`src/rtl/steer_en_ctrl.sv`:
```
`default_nettype none
// ============================================================================
//  Module   : steer_en_ctrl
//  Brief    : Rider-detect and steering-enable sequencer for balance_cntrl.
//             Registers left/right load-cell samples, decides rider presence
//             with hysteresis, and enables steering only after the rider has
//             stood evenly for a full settle-timer period.
//             Optional feature macro: RIDER_DEBOUNCE_EN (4-sample dismount
//             debounce on exits to IDLE).
//  Revision : 1.0 - initial release
// ============================================================================
module steer_en_ctrl #(
    parameter int          fast_sim      = 0,
    parameter logic [11:0] MIN_RIDER_WT  = 12'h200,
    parameter logic [11:0] WT_HYSTERESIS = 12'h040
) (
    input  logic        clk,
    input  logic        rst,
    input  logic        ld_vld,
    input  logic [11:0] lft_ld,
    input  logic [11:0] rght_ld,
    output logic        en_steer,
    output logic        rider_off
);

    localparam int TMR_W = (fast_sim != 0) ? 15 : 26;

    localparam logic [1:0] c_IDLE  = 2'd0;
    localparam logic [1:0] c_WAIT  = 2'd1;
    localparam logic [1:0] c_STEER = 2'd2;

    localparam logic [12:0]      c_THR_HI  = {1'b0, MIN_RIDER_WT} + {1'b0, WT_HYSTERESIS};
    localparam logic [12:0]      c_THR_LO  = {1'b0, MIN_RIDER_WT} - {1'b0, WT_HYSTERESIS};
    localparam logic [TMR_W-1:0] c_TMR_ONE = {{(TMR_W-1){1'b0}}, 1'b1};

    logic [1:0]       state_q, state_d;
    logic [11:0]      lft_q, lft_d;
    logic [11:0]      rght_q, rght_d;
    logic [TMR_W-1:0] tmr_q, tmr_d;

    logic [12:0] w_sum;
    logic [11:0] w_diff;
    logic        w_sum_gt_min;
    logic        w_sum_lt_min;
    logic        w_diff_gt_1_4;
    logic        w_diff_gt_15_16;
    logic        w_tmr_full;
    logic        w_exit_low;

    // Sample capture: load on the strobe, otherwise hold.
    always_comb begin
        lft_d  = lft_q;
        rght_d = rght_q;
        if (ld_vld) begin
            lft_d  = lft_ld;
            rght_d = rght_ld;
        end
    end

    // Weight and balance decisions, all from the registered samples.
    always_comb begin
        w_sum           = {1'b0, lft_q} + {1'b0, rght_q};
        w_diff          = (lft_q >= rght_q) ? (lft_q - rght_q) : (rght_q - lft_q);
        w_sum_gt_min    = (w_sum > c_THR_HI);
        w_sum_lt_min    = (w_sum < c_THR_LO);
        w_diff_gt_1_4   = ({1'b0, w_diff} > (w_sum >> 2));
        w_diff_gt_15_16 = ({1'b0, w_diff} > (w_sum - (w_sum >> 4)));
        w_tmr_full      = &tmr_q;
    end

`ifdef RIDER_DEBOUNCE_EN
    // A dismount only counts after four consecutive low-weight samples.
    logic       vld_q;
    logic [1:0] dbnc_q, dbnc_d;

    // Debounce counter: steps once per fresh sample, cleared outside WAIT/STEER.
    always_comb begin
        dbnc_d     = dbnc_q;
        w_exit_low = vld_q && w_sum_lt_min && (dbnc_q == 2'd3);
        if ((state_q != c_WAIT && state_q != c_STEER) || w_exit_low) begin
            dbnc_d = 2'd0;
        end else if (vld_q) begin
            dbnc_d = w_sum_lt_min ? (dbnc_q + 2'd1) : 2'd0;
        end
    end

    // Debounce registers; vld_q marks the cycle a newly captured sample is visible.
    always_ff @(posedge clk) begin
        if (rst) begin
            vld_q  <= 1'b0;
            dbnc_q <= 2'd0;
        end else begin
            vld_q  <= ld_vld;
            dbnc_q <= dbnc_d;
        end
    end
`else
    assign w_exit_low = w_sum_lt_min;
`endif

    // Next-state and settle-timer logic; the timer only runs in WAIT.
    always_comb begin
        state_d = state_q;
        tmr_d   = '0;
        case (state_q)
            c_IDLE: begin
                if (w_sum_gt_min) begin
                    state_d = c_WAIT;
                end
            end
            c_WAIT: begin
                if (w_exit_low) begin
                    state_d = c_IDLE;
                end else if (w_diff_gt_1_4) begin
                    tmr_d = '0;
                end else if (w_tmr_full) begin
                    state_d = c_STEER;
                end else begin
                    tmr_d = tmr_q + c_TMR_ONE;
                end
            end
            c_STEER: begin
                if (w_exit_low) begin
                    state_d = c_IDLE;
                end else if (w_diff_gt_15_16) begin
                    state_d = c_WAIT;
                end
            end
            default: begin
                state_d = c_IDLE;
            end
        endcase
    end

    // State, timer and sample registers.
    always_ff @(posedge clk) begin
        if (rst) begin
            state_q <= c_IDLE;
            tmr_q   <= '0;
            lft_q   <= 12'h000;
            rght_q  <= 12'h000;
        end else begin
            state_q <= state_d;
            tmr_q   <= tmr_d;
            lft_q   <= lft_d;
            rght_q  <= rght_d;
        end
    end

    // Moore outputs decoded from the state register; unused codes read as no rider.
    always_comb begin
        en_steer  = (state_q == c_STEER);
        rider_off = (state_q != c_WAIT) && (state_q != c_STEER);
    end

endmodule
`default_nettype wire

```
`config.mk`:
```
export PLATFORM = sky130hd
export DESIGN_NAME = steer_en_ctrl
export DESIGN_NICKNAME = d
export VERILOG_FILES = /design/src/rtl/steer_en_ctrl.sv
export SDC_FILE = /design/constraint.sdc
export NUM_CORES = 1
export LEC_CHECK = 0
export ABC_CLOCK_PERIOD_IN_PS = 7100
export CORE_ASPECT_RATIO = 0.5
export CORE_MARGIN = 10
export CORE_UTILIZATION = 60
export CTS_CLUSTER_DIAMETER = 50
export DETAILED_ROUTE_END_ITERATION = 10
export GPL_TIMING_DRIVEN = 0
export PLACE_DENSITY = 0.8
export SYNTH_ARGS = -nofsm -noshare
export SYNTH_HDL_FRONTEND = slang
export SYNTH_SLANG_ARGS = --single-unit
export TNS_END_PERCENT = 30
```
`constraint.sdc`:
```
create_clock -name clk -period 7.1 [get_ports clk]
set_input_delay 1.775 -clock clk [delete_from_list [all_inputs] [get_ports clk]]
set_output_delay 1.775 -clock clk [all_outputs]
set_load 0.02 [all_outputs]
```
==> results_dict.tcl <==
set metrics [dict create \
    avgSynthCellArea_um2 8.148 \
    busiest_layer "met2" \
    vdd_ir_drop_max_uv 136.3 \
    antenna_left 0 \
    hpwl_um 10480 \
    synth_nets 731 \
    grt_max_degree 16 \
    leakagePower_nw 2.483 \
    cts_inserted_buffers 5 \
    finalHoldViolCount 0 \
    crit_path_start_kind "flop" \
    grt_usage 0.2008 \
    setup_viol 0 \
    cts_setup_buffers 0 \
    drtIter0Drc 409 \
    gp_congestion 0.9398 \
    finalSetupTns_ns 0 \
    min_period_over_period 0.9112 \
    drive_gt1_frac 0.05556 \
    worstPathMaxFanout 10 \
    worst_pin_slew_ns 0.8246 \
    routed_wl_um 12880 \
    layout-area-overhead-vs-synth_pct 11.54 \
    cap_violations 0 \
    whs_path_depth 1 \
    rows 23 \
    use_met3 0.03919 \
    power_mw 1.293 \
    initial_core_util 0.6291 \
    layout_setup_ws_ns 0.6307 \
    postSynth.asyncResetShare 0 \
    cts-root-buf "clkbuf_16" \
    port-buffer-count 27 \
    rsz0062_at_grt "false" \
    ioPinCount 29 \
    vias 4706 \
    reg2reg_depth 22 \
    ys_ff_latch 52 \
    synthDistinctLibCells 71 \
    relSlewSlack 0.4463 \
    ctsHtreeMaxLevel 2 \
    clockBufferDepth 2 \
    hold_class "flop to flop" \
    worstPathArrival_ns 6.65 \
    nets 765 \
    insertion_delay_ns 0.29 \
    worstPathRequired_ns 7.29 \
    grt_pass1_vias 4513 \
    dp_slack_ns 0.7339 \
    viasPerCell 6.049 \
    place_inst 770 \
    multi_input_area_mm2 0.003796 \
    nFillCells 678 \
    power_density_mw_per_mm2 225.5 \
    met2_usage 0.3176 \
    chipWidth_um 150.9 \
    grt_pass1_wl_um 21690 \
    max_freq_ghz 0.1546 \
    cts.clk_slew.worst_paths_ns 0.07 \
    ff_latch_area_mm2 0.001041 \
    path_class "flop to flop" \
    critPathCaptureType "flop" \
    grt_use_met1 0.2778 \
    synth_seq_area_share 0.2025 \
    clock-sinks 52 \
    synthCells 631 \
    status "finished clean" \
    core_region_area_mm2 0.008173 \
    synthesis.area_mm2 0.005141 \
    fp.dieH_um 85.46 \
    die_area_mm2 0.01290 \
    tritoncts "built" \
    overflow 0 \
    fin_crit_ns 6.469 \
    synth_enable_flop_cells 0 \
    fin_cells 778 \
    antenna_found_initial 0 \
    wire_per_inst_um 16.55 \
    ctsResizeCount 0 \
    ys_warn_count 0 \
    drc 0 \
    dr.pass1.iters 7 \
    fin_worst_skew_ns 0.004323 \
    diodes 0 \
    report.final.slew_viol_count 0 \
    cts_hold_repair.buffers 0 \
    ys.flop_type "dfxtp_1" \
]
==> placed cells by master (no fill, tap or decap), drive strengths merged, types with 13 or more instances in the layout <==
cell type / n
xor2: 24
o21ai: 16
ha: 69
nand2: 34
clkdlybuf4s50: 27
nor2: 73
xnor2: 26
dfxtp: 52
mux2i: 30
a21oi: 37
inv: 53
nor3: 20
buf: 13
clkbuf: 15
nand3: 17
==> cell type report <==
class | instances | share of cell area
buffer | 21 | 0.01702
clock buffer | 7 | 0.02662
clock inverter | 1 | 0.005237
inverter | 55 | 0.03600
multi-input combinational | 503 | 0.6620
sequential | 52 | 0.1815
tap | 112 | 0.02444
timing repair buffer | 27 | 0.04713
==> sequential cells by signal, indices dropped and copies added (netlist names) <==
| signal | count |
|---|---|
| lft_q | 12 |
| tmr_q | 26 |
| rght_q | 12 |
| state_q | 2 |
==> power breakdown <==
part           switching [mW]  total [mW]  internal, mW  leakage, nW
clock                   0.108       0.294         0.186       0.0901
sequential             0.0132       0.317         0.303        0.424
combinational           0.390       0.683         0.293         1.97
total                   0.511        1.29         0.782         2.48
==> cells in the mapped netlist, types with 3 or more instances <==
| master | count | share of area |
|---|---|---|
| a2111o_1 | 4 | 0.0088 |
| a211o_1 | 4 | 0.0068 |
| a211oi_1 | 8 | 0.012 |
| a21o_1 | 12 | 0.018 |
| a21oi_1 | 37 | 0.036 |
| a31o_2 | 3 | 0.0051 |
| and3_1 | 10 | 0.012 |
| and4_1 | 3 | 0.0051 |
| buf_1 | 3 | 0.0022 |
| buf_2 | 9 | 0.0088 |
| clkbuf_1 | 8 | 0.0058 |
| dfxtp_1 | 52 | 0.20 |
| fa_1 | 4 | 0.016 |
| ha_1 | 69 | 0.17 |
| inv_1 | 52 | 0.038 |
| mux2i_1 | 30 | 0.058 |
| nand2_1 | 34 | 0.025 |
| nand2b_1 | 9 | 0.011 |
| nand3_1 | 17 | 0.017 |
| nand4_1 | 11 | 0.013 |
| nor2_1 | 72 | 0.053 |
| nor2b_1 | 3 | 0.0037 |
| nor3_1 | 19 | 0.018 |
| nor4_1 | 5 | 0.0061 |
| o211a_1 | 3 | 0.0058 |
| o21a_1 | 6 | 0.0088 |
| o21ai_0 | 14 | 0.014 |
| o21bai_1 | 8 | 0.012 |
| o31a_1 | 3 | 0.0051 |
| o31ai_1 | 3 | 0.0044 |
| o41ai_1 | 5 | 0.0085 |
| or3_1 | 3 | 0.0037 |
| or4_1 | 7 | 0.010 |
| xnor2_1 | 25 | 0.043 |
| xor2_1 | 24 | 0.041 |
==> worst max-delay path: stages (launching register included) <==
cell and delay (ns):
dfxtp_1 0.45, inv_1 0.16, ha_1 0.39, nor2b_2 0.20
o211ai_2 0.16, a2111o_1 0.44, and2_1 0.17, buf_6 0.13
xnor2_1 0.65, inv_1 0.16, ha_1 0.25, o21ai_0 0.26
a21boi_0 0.23, or4_1 0.44, and3_1 0.19, ha_1 0.27
nand3_1 0.10, a21o_1 0.17, a21oi_1 0.31, or4b_1 0.47
and3_1 0.17, nor3_2 0.25, mux2_1 0.34
==> worst paths after layout <==
path,to,from,slack [ns]
hold reg to reg,tmr_q[0],tmr_q[0],0.46
setup / recovery,state_q[1],lft_q[1],0.63
setup reg to reg,state_q[1],lft_q[1],0.63
hold / removal,tmr_q[0],tmr_q[0],0.46
==> metal layers <==
metal | vias up | part of all wire
met2 | 155 | 0.44
met5 | - | 0
met1 | 2210 | 0.49
met4 | 0 | 0.0092
li1 | 2330 | -
met3 | 11 | 0.070
==> through the flow <==
stage | area [um2] | util | hold WS (ns)
detailed placement | 5552 | 0.6793 | 0.4536
floorplan | 5141 | - | 0.4295
global route | 5734 | 0.7016 | 0.5115
finish | 5734 | 0.7016 | 0.4620
global placement | 5552 | 0.6793 | 0.4477
CTS | 5734 | 0.7016 | 0.4698
==> cell families (layout without fill, tap and decap cells) <==
| logic type | count (synthesis) | after routing | share of synthesized area |
|---|---|---|---|
| adder cells (fa/ha/maj) | 73 | 73 | 0.1835 |
| XOR/XNOR | 51 | 51 | 0.09321 |
| buffers and inverters | 76 | 111 | 0.05914 |
| AO/OA/AOI/OAI | 138 | 138 | 0.1966 |
| multiplexers | 33 | 33 | 0.06498 |
| AND/OR/NAND/NOR | 208 | 208 | 0.2001 |
| flip-flops | 52 | 52 | 0.2025 |
(Power assumes the default switching activity.)
